--- src/rtl/tiq_adc_seq.sv ---
// rtl/tiq_adc_seq.sv - TIQ flash ADC conversion sequencer
// Strobes the comparator bank, syncs and decodes thermometer codes, accumulates samples.
module tiq_adc_seq #(
  parameter int SYNC_STAGES = 2,
  parameter int SETTLE      = 3
) (
  input  logic       clk,
  input  logic       rst_n,
  input  logic       ena,
  input  logic       start,
  input  logic       cont,
  input  logic [1:0] osr_log2,
  input  logic [7:0] period,
  input  logic [6:0] therm,
  input  logic       clr_flags,
  output logic       samp_en,
  output logic       busy,
  output logic [5:0] data,
  output logic       data_valid,
  input  logic       data_ready,
  output logic       overrun,
  output logic       bubble_err
);

  typedef enum logic [2:0] {
    S_IDLE,
    S_SETTLE,
    S_CAPTURE,
    S_WAIT,
    S_DONE
  } state_t;

  localparam logic [7:0] SETTLE_LAST = 8'(SETTLE - 2);

  state_t     state;
  logic [6:0] sync_q [SYNC_STAGES];
  logic [6:0] therm_s;
  logic [2:0] code;
  logic       therm_legal;
  logic [5:0] acc;
  logic [5:0] acc_next;
  logic [3:0] smp_cnt;
  logic [3:0] cnt_next;
  logic [3:0] smp_target;
  logic [1:0] osr_sh;
  logic [7:0] per_sh;
  logic [7:0] per_eff;
  logic [7:0] tmr;

  always_ff @(posedge clk or negedge rst_n) begin
    if (!rst_n) begin
      for (int i = 0; i < SYNC_STAGES; i++) sync_q[i] <= '0;
    end else begin
      sync_q[0] <= therm;
      for (int i = 1; i < SYNC_STAGES; i++) sync_q[i] <= sync_q[i-1];
    end
  end

  assign therm_s = sync_q[SYNC_STAGES-1];

  always_comb begin
    code = '0;
    for (int i = 0; i < 7; i++) code = code + {2'b00, therm_s[i]};
  end

  // A legal code is a run of ones from the LSB: adding one clears every set bit.
  assign therm_legal = (((therm_s + 7'd1) & therm_s) == 7'd0);
  assign acc_next    = acc + {3'b000, code};
  assign cnt_next    = smp_cnt + 4'd1;
  assign smp_target  = 4'd1 << osr_sh;
  assign per_eff     = (period == 8'd0) ? 8'd1 : period;

  always_ff @(posedge clk or negedge rst_n) begin
    if (!rst_n) begin
      state      <= S_IDLE;
      samp_en    <= 1'b0;
      busy       <= 1'b0;
      data       <= '0;
      data_valid <= 1'b0;
      overrun    <= 1'b0;
      bubble_err <= 1'b0;
      acc        <= '0;
      smp_cnt    <= '0;
      osr_sh     <= '0;
      per_sh     <= '0;
      tmr        <= '0;
    end else begin
      if (clr_flags) begin
        overrun    <= 1'b0;
        bubble_err <= 1'b0;
      end
      if (data_valid && data_ready) data_valid <= 1'b0;

      // A completed result in DONE is still published when ena drops.
      if (!ena && state != S_IDLE && state != S_DONE) begin
        state   <= S_IDLE;
        samp_en <= 1'b0;
        busy    <= 1'b0;
      end else begin
        case (state)
          S_IDLE: begin
            if (ena && (start || cont)) begin
              osr_sh  <= osr_log2;
              per_sh  <= per_eff;
              acc     <= '0;
              smp_cnt <= '0;
              tmr     <= '0;
              samp_en <= 1'b1;
              busy    <= 1'b1;
              state   <= S_SETTLE;
            end
          end
          S_SETTLE: begin
            if (tmr == SETTLE_LAST) state <= S_CAPTURE;
            else tmr <= tmr + 8'd1;
          end
          S_CAPTURE: begin
            acc     <= acc_next;
            smp_cnt <= cnt_next;
            tmr     <= '0;
            samp_en <= 1'b0;
            if (!therm_legal) bubble_err <= 1'b1;
            state <= (cnt_next == smp_target) ? S_DONE : S_WAIT;
          end
          S_WAIT: begin
            if (tmr == per_sh - 8'd1) begin
              tmr     <= '0;
              samp_en <= 1'b1;
              state   <= S_SETTLE;
            end else begin
              tmr <= tmr + 8'd1;
            end
          end
          S_DONE: begin
            if (!data_valid || data_ready) begin
              data       <= acc;
              data_valid <= 1'b1;
            end else begin
              overrun <= 1'b1;
            end
            if (cont && ena) begin
              osr_sh  <= osr_log2;
              per_sh  <= per_eff;
              acc     <= '0;
              smp_cnt <= '0;
              tmr     <= '0;
              state   <= S_WAIT;
            end else begin
              busy  <= 1'b0;
              state <= S_IDLE;
            end
          end
          default: begin
            state   <= S_IDLE;
            samp_en <= 1'b0;
            busy    <= 1'b0;
          end
        endcase
      end
    end
  end

endmodule
--- config.mk ---
export PLATFORM = sky130hd
export DESIGN_NAME = tiq_adc_seq
export DESIGN_NICKNAME = d
export VERILOG_FILES = /design/src/rtl/tiq_adc_seq.sv
export SDC_FILE = /design/constraint.sdc
export NUM_CORES = 1
export LEC_CHECK = 0
export CORE_MARGIN = 1
export CORE_UTILIZATION = 40
export DETAILED_ROUTE_END_ITERATION = 10
export HOLD_SLACK_MARGIN = 0.02
export MAX_ROUTING_LAYER = met4
export RECOVER_POWER = 25
export SYNTH_ARGS = -nofsm -noshare
export SYNTH_HDL_FRONTEND = slang
export SYNTH_SLANG_ARGS = --single-unit
--- constraint.sdc ---
create_clock -name clk -period 4.2 [get_ports clk]
set_clock_uncertainty 0.05 [all_clocks]
set_input_delay 0.63 -clock clk [delete_from_list [all_inputs] [get_ports clk]]
set_output_delay 0.63 -clock clk [all_outputs]
set_load 0.01 [all_outputs]
**Word-level counts from Yosys, hierarchy flattened**

Cells that the tools add are included.

- Reduce and logical (&&, ||, !) cells: 25
- Add/subtract/negate cells: 11
- Bitwise operators: 2
- Mux-type cells: 44
- Shift-type cells: 1
- Eq/ne operators: 17

Operators by type and width:

| kind | count |
|---|---|
| two-way mux 8 bit | 7 |
| one-hot mux 8 bit (5 select lines) | 1 |
| one-hot mux 6 bit (3 select lines) | 1 |
| two-way mux 1 bit | 17 |
| one-hot mux 8 bit (2 select lines) | 1 |
| two-way mux 3 bit | 5 |
| inequality test 3 bit, second input constant | 5 |
| one-hot mux 3 bit (5 select lines) | 1 |
| adder 3 x 1 -> 3 bit | 4 |
| two-way mux 6 bit | 2 |
| one-hot mux 4 bit (3 select lines) | 1 |
| AND reduction 3 bit | 4 |
| adder 8 x 1 -> 8 bit, second input constant | 1 |
| == test 8 x 1 -> 1 bit, second input constant | 1 |
| == test 8 bit | 1 |
| zero test 8 bit | 1 |
| two-way mux 4 bit | 2 |
| AND reduction 4 bit | 2 |
| subtractor 8 x 1 -> 8 bit, second input constant | 1 |
| adder 7 x 1 -> 7 bit, second input constant | 1 |
| AND 7 bit | 1 |
| zero test 7 bit | 1 |
| adder 6 x 3 -> 6 bit | 1 |
| == test 3 x 2 -> 1 bit, second input constant | 2 |
| other kinds (23) | 36 |

- Input port bits: 24
- Register bits: 56
- Logic and storage cells: 114

**Longest topological paths before layout**

- Word-level depth: 8
- Gate-level depth with buffers: 12
- Depth with buffers taken out: 12

**Worst setup path before layout**

Ideal clock, no wire load.

- Kind: flip-flop to flip-flop
- Start point: reg sync_q, in the netlist therm_s[0]
- End point: reg acc[4]
- Path slack: 1.020 ns
- Arrival: 3.000 ns
- Setup time: 0.130 ns
- Buffers on the path: 0
- Stages on the path, launching flop included: 12
- Cell sequence: dfrtp_1 > fa_1 > inv_1 > fa_1 > fa_1 > inv_1 > ha_1 > fa_1 > a21o_1 > a21oi_1 > or3_1 > a21boi_0

- Cells in the longest elaborated chain, start to end: 8

Ends and longest elaborated chain:

| what | line | text |
|---|---|---|
| start: declaration | 36 | `logic [6:0] sync_q [SYNC_STAGES];` |
| adder 1 x 1 -> 2 bit | 63 | `for (int i = 0; i < 7; i++) code = code + {2'b00, therm_s[i]};` |
| adder 2 x 1 -> 3 bit | 63 |  |
| adder 3 x 1 -> 3 bit (4 in series) | 63 |  |
| adder 6 x 3 -> 6 bit | 68 | `assign acc_next = acc + {3'b000, code};` |
| one-hot mux 6 bit (3 select lines) | 100 | `case (state)` |
| end signal: assignment | 118 | `acc <= acc_next;` |
| end: declaration | 40 | `logic [5:0] acc;` |

No other way between the ends.
A chain may end at the register's enable or synchronous reset.

**Worst setup path after layout**

Ends and elaborated chain as after synthesis.

==> results_dict.tcl <==
set metrics [dict create \
    min_period_ns 3.322 \
    hold_buffers 0 \
    fin_util_pct 49.91 \
    max_cap_violations 1 \
    grt_remaining_overflow 0 \
    min_from "sync_q[11]" \
    path_common_cell "fa_1" \
    synthAdderAreaFrac_pct 8.241 \
    grt_max_degree 42 \
    synth_top_family_by_area "simple AND/OR/NAND/NOR gates" \
    start_util_pct 42.41 \
    cts_setup_buffers 0 \
    grt_antenna_before_repair 0 \
    slew-limit-headroom_pct -43.03 \
    finalSetupViolations 0 \
    power.share.clock_pct 17.7 \
    synth_edf_count 0 \
    drive_above_1_share_pct 9.434 \
    n_antenna_cell 0 \
    synth_cell_types 53 \
    synth_mux_area_share_pct 6.075 \
    outcome "complete, but fails checks" \
    cts_tree "done" \
    grt_pass1_vias 2062 \
    crit_chain "fa_1 -> inv_1 -> fa_1 -> fa_1 -> inv_1 -> ha_1 -> fa_1 -> a21o_1 -> a21oi_1 -> o21ai_0 -> a21boi_0" \
    area_growth_pct 17.67 \
    crit_fanout 4 \
    vias 2105 \
    ir_worst_vdd_v 0.0002242 \
    rsz0062_at_grt "false" \
    p_switching_mw 0.6535 \
    cp-startpoint "therm_s[0]" \
    layout_commonest_cell "dfrtp_1" \
    leakagePower_nw 1.554 \
    wirelength_um 5504 \
    cts_resized 0 \
    slowest_stage "fa_1" \
    synthXorXnorAreaFrac_pct 4.163 \
    synthArstFlopShare_pct 100.0 \
    dr.pass1.iters 4 \
    cp.required_ns 4.40 \
    period_share_pct 79.09 \
    critPathMaxStageDelay_ns 0.54 \
    worstSetupPathType "reg -> reg" \
    fin_nets 358 \
    crit_buf_inv 2 \
    pwr-share-comb_pct 37.7 \
    path_clk_slew_ns 0.11 \
    cp-start-kind "flip-flop" \
    htreeDepth 2 \
    clk_latency_ns 0.32 \
    syn_nets 325 \
    seq_area_frac_synth_pct 47.58 \
    synth_compound_area_share_pct 13.34 \
    fp-row-count 30 \
    worstPathArrival_ns 3.52 \
    busiest_layer "met2" \
    cp_top_family "adder cells" \
    routed_wire_length_per_instance_um 13.29 \
    netlist_area_um2 2945 \
    die_area_um2 7711 \
    cts_made_buffers 5 \
    rrSetupSlack_ns 0.88 \
    cts.sinks 56 \
    p_sw_share_pct 36.98 \
    grt_use_total_pct 17.12 \
    hold_viol_final 0 \
    use_met2_pct 24.95 \
    r2r-start "therm_s[0]" \
    worstMarginPinSlew_ns 2.145 \
    seqPwrFrac_pct 44.6 \
    die_x_um 87.81 \
    finalMaxSlewViolations 42 \
    max_freq_mhz 301.1 \
    ios 35 \
    antenna_left 0 \
    yosysWarnings 0 \
    p_int_mw 1.114 \
    use_met3_pct 3.487 \
    setup_tns_ns 0 \
    drt_first_iter_violations 101 \
    syn_inst 284 \
    hold_class "reg -> reg" \
    fp.coreArea_um2 6944 \
    grt_pass1_wl_um 9798 \
    power.density_nw_per_um2 509.8 \
    cts_root_buf "clkbuf_8" \
    end_kind "flip-flop" \
    avgSynthCellArea_um2 10.37 \
    via_per_inst 5.085 \
    drcViolationCount 0 \
    synthFlopType "dfrtp_1" \
    synthSimpleGateAreaFrac_pct 16.65 \
    dp_hpwl_um 3951 \
    final_cell_mix "dfrtp_1, nand2_1, clkdlybuf4s50_1" \
    use_met1_pct 23.69 \
    yosys_register_bits 56 \
    cts_buffer_depth 2 \
    fp.dieH_um 87.81 \
    violations "capacitance limit, slew limit" \
    place.gp.congestion 0.8054 \
    io_buffers 34 \
]
-- synthesized netlist by cell type, types with 5 or more instances --
library cell  count  area [um^2]
a21oi_1           9        45.04
inv_1            18        67.56
xor2_1            6        52.55
nand3_1          16        80.08
nand2_1          29        108.9
a21o_1            5        37.54
nor2_1           15        56.30
mux2_2           14        157.7
nor3_1            6        30.03
clkbuf_1         10        37.54
ha_1             13        162.7
dfrtp_1          56         1401
o21ai_0          17        85.08
xnor2_1           8        70.07
-- cell type report --
| cell class | count | area, um^2 |
|---|---|---|
| well taps | 96 | 120.1 |
| multi-input cells | 199 | 1428 |
| fillers | 657 | 3478 |
| clock inverters | 3 | 27.53 |
| repair buffers | 37 | 352.8 |
| flip-flops and latches | 56 | 1401 |
| clock buffers | 5 | 68.82 |
| inverters | 18 | 67.56 |
-- power groups by stage --
stage	Combinational [mW]	Clock [mW]	Sequential, mW
floorplan	0.517	0	0.757
global route	0.763	0.350	0.813
detailed placement	0.670	0	0.799
global placement	0.662	0	0.794
CTS	0.676	0.331	0.788
finish	0.666	0.312	0.789
-- registers in the layout, summed over array words and instances, names as in the netlist --
register / count
sync_q: 7
acc: 6
busy: 1
therm_s: 7
per_sh: 8
state: 3
smp_cnt: 4
tmr: 8
samp_en: 1
osr_sh: 2
overrun: 1
bubble_err: 1
data: 6
data_valid: 1
-- kinds of logic after synthesis --
family                     Yosys count
AOI/OAI and AO/OA                   57
xor gates and xnor gates            14
adders and majority gates           17
buffers and inverters               29
DFF                                 56
muxes                               16
and+or+nand+nor                     95
-- layer usage --
| metal | part of all wire [%] | routed length (um) |
|---|---|---|
| met2 | 43 | 2370 |
| met1 | 52 | 2860 |
| met5 | 0 | 0 |
| met4 | 1.6 | 87 |
| met3 | 3.4 | 185 |
-- worst paths after layout --
check / to / depth (start not counted)
hold reg to reg: therm_s[4] / 0
setup / recovery: acc[4] / 11
hold / removal: therm_s[4] / 0
setup reg to reg: acc[4] / 11
min in group asynchronous: data[5] / 1
max in group asynchronous: per_sh[4] / 2
-- worst reg2reg max path: cells and delay by family (launching register included) --
kind | cells | cell delay, ns
fa+ha+maj | 5 | 2.09
buf+inv | 2 | 0.09
compound gates | 4 | 0.60
flops | 1 | 0.44
-- metrics by stage --
stage / instance area (um^2) / hold slack (ns) / power, mW / cells / setup WS (ns)
2_1_floorplan: 2945 / 0.2812 / 1.274 / 284 / 1.020
3_3_place_gp: 3374 / 0.2823 / 1.456 / 406 / 0.9438
3_5_place_dp: 3374 / 0.2847 / 1.470 / 406 / 0.8992
4_1_cts: 3471 / 0.1643 / 1.794 / 414 / 0.8661
5_1_grt: 3466 / 0.3176 / 1.926 / 414 / 0.6017
6_report: 3466 / 0.3083 / 1.767 / 414 / 0.8783
No activity file was read; power rests on OpenSTA's default activity.
